File: src/rtl/layer_output_serializer.sv
// Captures one layer's parallel neuron outputs on a common valid strobe and
// replays them as a gap-free serial word stream, neuron 0 first.
module layer_output_serializer #(
    parameter int NUM_NEURONS = 30,
    parameter int DATA_WIDTH  = 16
) (
    input  logic                              clk,
    input  logic                              rst,
    input  logic [NUM_NEURONS*DATA_WIDTH-1:0] neuron_out,
    input  logic [NUM_NEURONS-1:0]            neuron_valid,
    output logic [DATA_WIDTH-1:0]             out_data,
    output logic                              out_valid,
    output logic                              busy,
    output logic                              overrun,
    output logic                              valid_mismatch
);

    localparam int CNT_WIDTH = $clog2(NUM_NEURONS);
    localparam logic [CNT_WIDTH-1:0] LAST_IDX = CNT_WIDTH'(NUM_NEURONS - 1);

    typedef enum logic {
        IDLE,
        SHIFT
    } state_t;

    state_t                               state;
    state_t                               next_state;
    logic [CNT_WIDTH-1:0]                 cnt;
    logic [NUM_NEURONS-1:0][DATA_WIDTH-1:0] sr;
    logic                                 overrun_q;
    logic                                 mismatch_q;

    logic cap;
    logic partial;
    logic last;
    logic load;
    logic advance;
    logic drop;

    always_comb begin
        cap     = &neuron_valid;
        partial = (|neuron_valid) && !cap;
        last    = (cnt == LAST_IDX);
    end

    // State register
    always_ff @(posedge clk) begin
        if (!rst) begin
            state <= IDLE;
        end else begin
            state <= next_state;
        end
    end

    // Next-state and datapath control
    always_comb begin
        next_state = state;
        load       = 1'b0;
        advance    = 1'b0;
        drop       = 1'b0;
        unique case (state)
            IDLE: begin
                if (cap) begin
                    load       = 1'b1;
                    next_state = SHIFT;
                end
            end
            SHIFT: begin
                if (last) begin
                    // A frame landing on the last word reloads seamlessly.
                    if (cap) begin
                        load = 1'b1;
                    end else begin
                        next_state = IDLE;
                    end
                end else begin
                    advance = 1'b1;
                    drop    = cap;
                end
            end
            default: next_state = IDLE;
        endcase
    end

    // Shift register, index counter and sticky flags
    always_ff @(posedge clk) begin
        if (!rst) begin
            sr         <= '0;
            cnt        <= '0;
            overrun_q  <= 1'b0;
            mismatch_q <= 1'b0;
        end else begin
            if (load) begin
                sr  <= neuron_out;
                cnt <= '0;
            end else if (advance) begin
                // Leaving SHIFT does not shift, so out_data holds the last word.
                sr  <= {{DATA_WIDTH{1'b0}}, sr[NUM_NEURONS-1:1]};
                cnt <= cnt + 1'b1;
            end
            if (drop) begin
                overrun_q <= 1'b1;
            end
            if (partial) begin
                mismatch_q <= 1'b1;
            end
        end
    end

    // Outputs
    always_comb begin
        out_valid      = (state == SHIFT);
        busy           = (state == SHIFT);
        out_data       = sr[0];
        overrun        = overrun_q;
        valid_mismatch = mismatch_q;
    end

endmodule

File: config.mk
export PLATFORM = sky130hd
export DESIGN_NAME = layer_output_serializer
export DESIGN_NICKNAME = d
export VERILOG_FILES = /design/src/rtl/layer_output_serializer.sv
export SDC_FILE = /design/constraint.sdc
export NUM_CORES = 1
export LEC_CHECK = 0
export CAP_MARGIN = 20
export CORE_UTILIZATION = 44
export DETAILED_ROUTE_END_ITERATION = 7
export HOLD_SLACK_MARGIN = 0.05
export PLACE_DENSITY = 0.73
export RECOVER_POWER = 25
export SYNTH_ARGS = -nofsm -noshare
export SYNTH_HDL_FRONTEND = slang
export SYNTH_SLANG_ARGS = --single-unit
File: constraint.sdc
create_clock -name clk -period 1.7 [get_ports clk]
set_input_delay 0.425 -clock clk [delete_from_list [all_inputs] [get_ports clk]]
set_output_delay 0.425 -clock clk [all_outputs]
set_load 0.05 [all_outputs]
Yosys cells after proc, flatten, opt, wreduce, memory -nomap -nowiden
Cells that the tools add are included.

word-level totals
  logic and storage cells = 55
  register bits after elaboration = 488
  bits of input ports = 512
  output and inout bits = 20

operators by class
  muxes and demuxes = 11
  add/sub/neg operators = 1
  bitwise logic cells = 2
  reductions and logical operators = 6
  equality and inequality tests = 1

operator list
  kind                   count
  $mux W480              2
  $reduce_and A30 Y1     1
  $reduce_or A30 Y1      1
  $mux W1                7
  $add A5 B1 Y5 const B  1
  $eq A5 B5 Y1 const B   1
  $pmux W1 S2            2
  $not A1 Y1             2
  $reduce_bool A2 Y1     1
  $reduce_or A2 Y1       1
  $logic_and A1 B1 Y1    1
  $logic_not A1 Y1       1

Depth between registers and ports, before layout
Gate-level depths: netlist (run 1).

  depth after elaboration = 5
  gate-level depth with buffers = 9
  mapped depth without buffers = 7

Least setup slack after synthesis (run 1)
No wires, ideal clock.

  path type = reg2reg
  from = register state, in the netlist busy
  to = register sr[112] in the netlist's numbering
  period minus slack after synthesis = 1.884 ns
  arrival = 1.757 ns
  stages on the path, launching flop included = 7
  setup slack = -0.184 ns
  cell sequence = dfxtp_1 -> nand2_1 -> nand2_1 -> buf_2 -> clkbuf_1 -> clkbuf_1 -> o21ai_1

on the way
  cells in the longest elaborated chain, start to end = 3

ends and longest elaborated chain
  item                                                    line  text
  start: declaration                                      26    state_t state;
  start signal: assignment                                51    state <= next_state;
  $not A1 Y1                                              -
  $pmux W1 S2                                             61    unique case (state)
  $mux W480 / $reduce_bool A2 Y1 (equally long branches)  -
  end signal: assignment                                  94    sr <= neuron_out;
  end signal: assignment                                  98    sr <= {{DATA_WIDTH{1'b0}}, sr[NUM_NEURONS-1:1]};
  end: declaration                                        29    logic [NUM_NEURONS-1:0][DATA_WIDTH-1:0] sr;

Several ways; a longest one is shown, not always the timed one.
A chain may end at the register's enable or synchronous reset.

Final worst setup path (run 1)
  from = register cnt[1]
  to = register sr[149] in the netlist's numbering

on the way
  cells in the longest elaborated chain, start to end = 4

ends and longest elaborated chain
  item                                                    line  text
  start: declaration                                      28    logic [CNT_WIDTH-1:0] cnt;
  start signal: assignment                                99    cnt <= cnt + 1'b1;
  $eq A5 B5 Y1 (*)                                        43    last = (cnt == LAST_IDX);
  $mux W1                                                 69    if (last) begin
  $pmux W1 S2 / $mux W1 (equally long branches)           61
  $mux W480 / $reduce_bool A2 Y1 (equally long branches)  -

Mark *: on every way between the ends. The rest lies on a longest branch, timed or not.

==> impl_metrics.yaml, run 1 <==
setup_path:
  cp-end-kind: "flip-flop"
  cp_num_buf_inv: 4
  critical_path.max_fanout: 8
  r2r_slack_ns: 0.05
  crit_chain: "inv_1 > ha_2 > nand4_1 > nand2_2 > nor2_4 > buf_12 > clkbuf_16 > clkbuf_16 > nand2_2 > o21ai_1"
  slowest_delay_ns: 0.33
  worstSetupPathType: "flip-flop to flip-flop"
  cp.required_ns: 2.21
  critical_path.startpoint_type: "flip-flop"
  critPathTopFamily: "buffers and inverters"
  critPathSlowestCell: "dfxtp_2"
  critPathArrivalTime_ns: 2.16
clock_network:
  cts_root_buf: "clkbuf_16"
  clockBufferDepth: 3
  path_clk_slew_ns: 0.07
  insertion_delay_ns: 0.60
  ctsHoldBuffers: 0
  h-tree-depth: 2
  cts_inserted_buffers: 51
  cts_tree: "built"
  clkSinkCount: 488
outcome:
  status: "complete, no violations"
grt:
  grt_overflow: 0
  grt_pass1_vias: 17700
  antenna_found_initial: 18
  grt_start_max_net_pins: 40
  grt_use_total_pct: 25.3
  grt_pass1_wl_mm: 94.4
placement:
  port-buffer-count: 531
  gp_congestion: 0.860
  dp_cells: 3223
  hpwl_mm: 45.4
die:
  io_pins: 532
  floorplan.die.height_um: 218
  fp.dieArea_sq_um: 47700
  initial_utilization_pct: 45.0
  rows: 78
  fp.dieW_um: 218
  design.core.area_sq_um: 45800
finish:
  fillers: 3604
  syn2layout_area_growth_pct: 44.6
  fin_util_pct: 65.0
  multi_input_area_sq_um: 9400
  drive_above_1_share_pct: 12.2
  fin_nets: 3240
  regArea_sq_um: 9770
  fin_cells: 3381
detailed_routing:
  vias_per_cell: 5.25
  wl_per_cell_um: 19.7
  drt_wl_total_mm: 66.5
  ant_nets: 0
  firstDrtPassIters: 5
  via_count: 17800
  drc: 0
  first_iter_violations: 1211
timing:
  hold_viol_final: 0
  drv_slew: 0
  slew-limit-headroom_pct: 77.1
  max_freq_ghz: 0.605
  tightest_slew_ns: 0.343
  finalCriticalPeriod_ns: 1.65
  finalCritPeriodShare_pct: 97.2
  setup_viol: 0
  clock_skew_ns: 0.0146
  rsz0062_at_grt: "true"
min_path:
  hold_path.class: "input pin to flip-flop"
pwr:
  peakVddDrop_mv: 0.796
  power_per_cell_area_nw_per_um2: 827
  power_leakage_nw: 9.63
  power.total_w: 0.0246
logic_synthesis:
  synth-edff-count: 0
  synth_nets: 2673
  syn_area_per_cell_sq_um: 9.54
  synthesis.instances: 2159
  yosys_register_bits: 488
  yosysSeqAreaShare_pct: 47.4
  synth_largest_area_cell: "dfxtp_1"
  synthFlopType: "dfxtp_1"
  syn_area_sq_um: 20600
  yosys_warnings: 0
  ys_types: 29
  ys_top_cells_by_area: "dfxtp_1, mux2i_1, o21ai_1, nand2_1, buf_12"
  netlist.area_leader.share_pct: 47.4
  synthArstFlopShare_pct: 0
run:
  drv_cap: 0
-- timing repair --
action                                  CTS  global route
setup buffers                            14             1
endpoints found under the hold margin     0             0
resized for setup                        87           131
cloned                                   10            30
endpoints found under the setup margin  474           468
pin swaps                                13            15
-- cell families after synthesis --
| logic type | Yosys count | share of synthesized area [%] |
|---|---|---|
| XOR/XNOR | 1 | 0.0425 |
| AO/OA/AOI/OAI | 492 | 12.0 |
| adder cells (fa/ha/maj) | 2 | 0.122 |
| flip-flops | 488 | 47.4 |
| buffers and inverters | 180 | 7.73 |
| AND/OR/NAND/NOR | 532 | 10.1 |
| multiplexers | 464 | 22.6 |
-- cells in the final DEF (no fill, tap or decap), types with 7 or more instances in the layout --
cell	instances
clkbuf_16	79
a21oi_1	23
buf_4	65
buf_6	24
o21ai_1	454
nand2_2	14
nand2_1	485
mux2i_1	454
clkdlybuf4s50_1	481
dfxtp_1	486
clkbuf_1	7
o21ai_2	10
nand4_1	10
diode_2	14
clkinv_2	9
clkbuf_2	10
buf_16	24
clkbuf_8	18
mux2i_2	9
buf_12	46
-- tightest hold or removal path, delay by kind of cell --
family,cells,cell delay (ns)
AOI/OAI and AO/OA,1,0.06
buffers and inverters,1,0.07
and+or+nand+nor,3,0.21
-- metal layers --
metal / wire (um) / vias to the layer above / global-route usage, %
met4: 2180 / 6 / 10.3
met5: 29 / - / 0
li1: - / 8597 / -
met1: 27100 / 8381 / 29.3
met3: 5300 / 138 / 7.70
met2: 31900 / 631 / 43.3
-- synth_stat cells (2+ instances only) --
cell and n:
mux2i_1 464, ha_1 2, buf_4 18, clkbuf_1 106
nand4_1 10, o21ai_0 2, nor4_1 6, dfxtp_1 488
nor4_2 2, buf_12 51, nor3_1 3, nor2_1 5
o21ai_1 464, nand2_1 500, and2_1 2, a21oi_1 23
-- power by group --
group / total (W) / switching, W / internal (W)
Clock: 0.0115 / 0.00476 / 0.00676
Sequential: 0.0114 / 0.00000144 / 0.0114
Combinational: 0.00167 / 0.000491 / 0.00117
Total: 0.0246 / 0.00525 / 0.0194
-- final timing paths --
kind,depth (start not counted),startpoint,end
max,10,cnt[1]$_SDFFE_PP0P_,sr[149]$_SDFFE_PN0P_
min,5,neuron_valid[7],valid_mismatch$_SDFFE_PN0P_
max reg2reg,10,cnt[1]$_SDFFE_PP0P_,sr[149]$_SDFFE_PN0P_
min reg2reg,2,sr[50]$_SDFFE_PN0P_,sr[34]$_SDFFE_PN0P_
-- through the flow --
stage,area [sq um],setup WS [ns],hold slack (ns),setup TNS (ns)
2_1_floorplan,20600,-0.0987,0.428,-44.12
3_3_place_gp,26500,-0.900,0.433,-393.22
3_5_place_dp,26500,-0.946,0.439,-410.24
4_1_cts,28700,0.000463,0.312,0
5_1_grt,29800,-0.0234,0.267,-0.256
6_report,29800,0.0477,0.209,0
-- sequential cells by signal, summed over array words and instances, names as in the netlist --
register and cells:
out_data 16, overrun 1, sr 464, valid_mismatch 1, cnt 5, busy 1
-- layout make-up --
class	count	share of cell area (%)
antenna	14	0.118
clock buffer	76	5.21
clock inverter	18	0.622
inverter	2	0.0252
multi-input combinational	1491	31.6
sequential	488	32.8
tap	600	2.52
timing repair buffer	692	27.1
No activity file was read; power rests on OpenSTA's default activity.
==> inputs of run 2 (changes only) <==
Settings changed: SLEW_MARGIN set to 10.
==> results of run 2 <==
Final layout, timing and power as in run 1 (identical DEF).
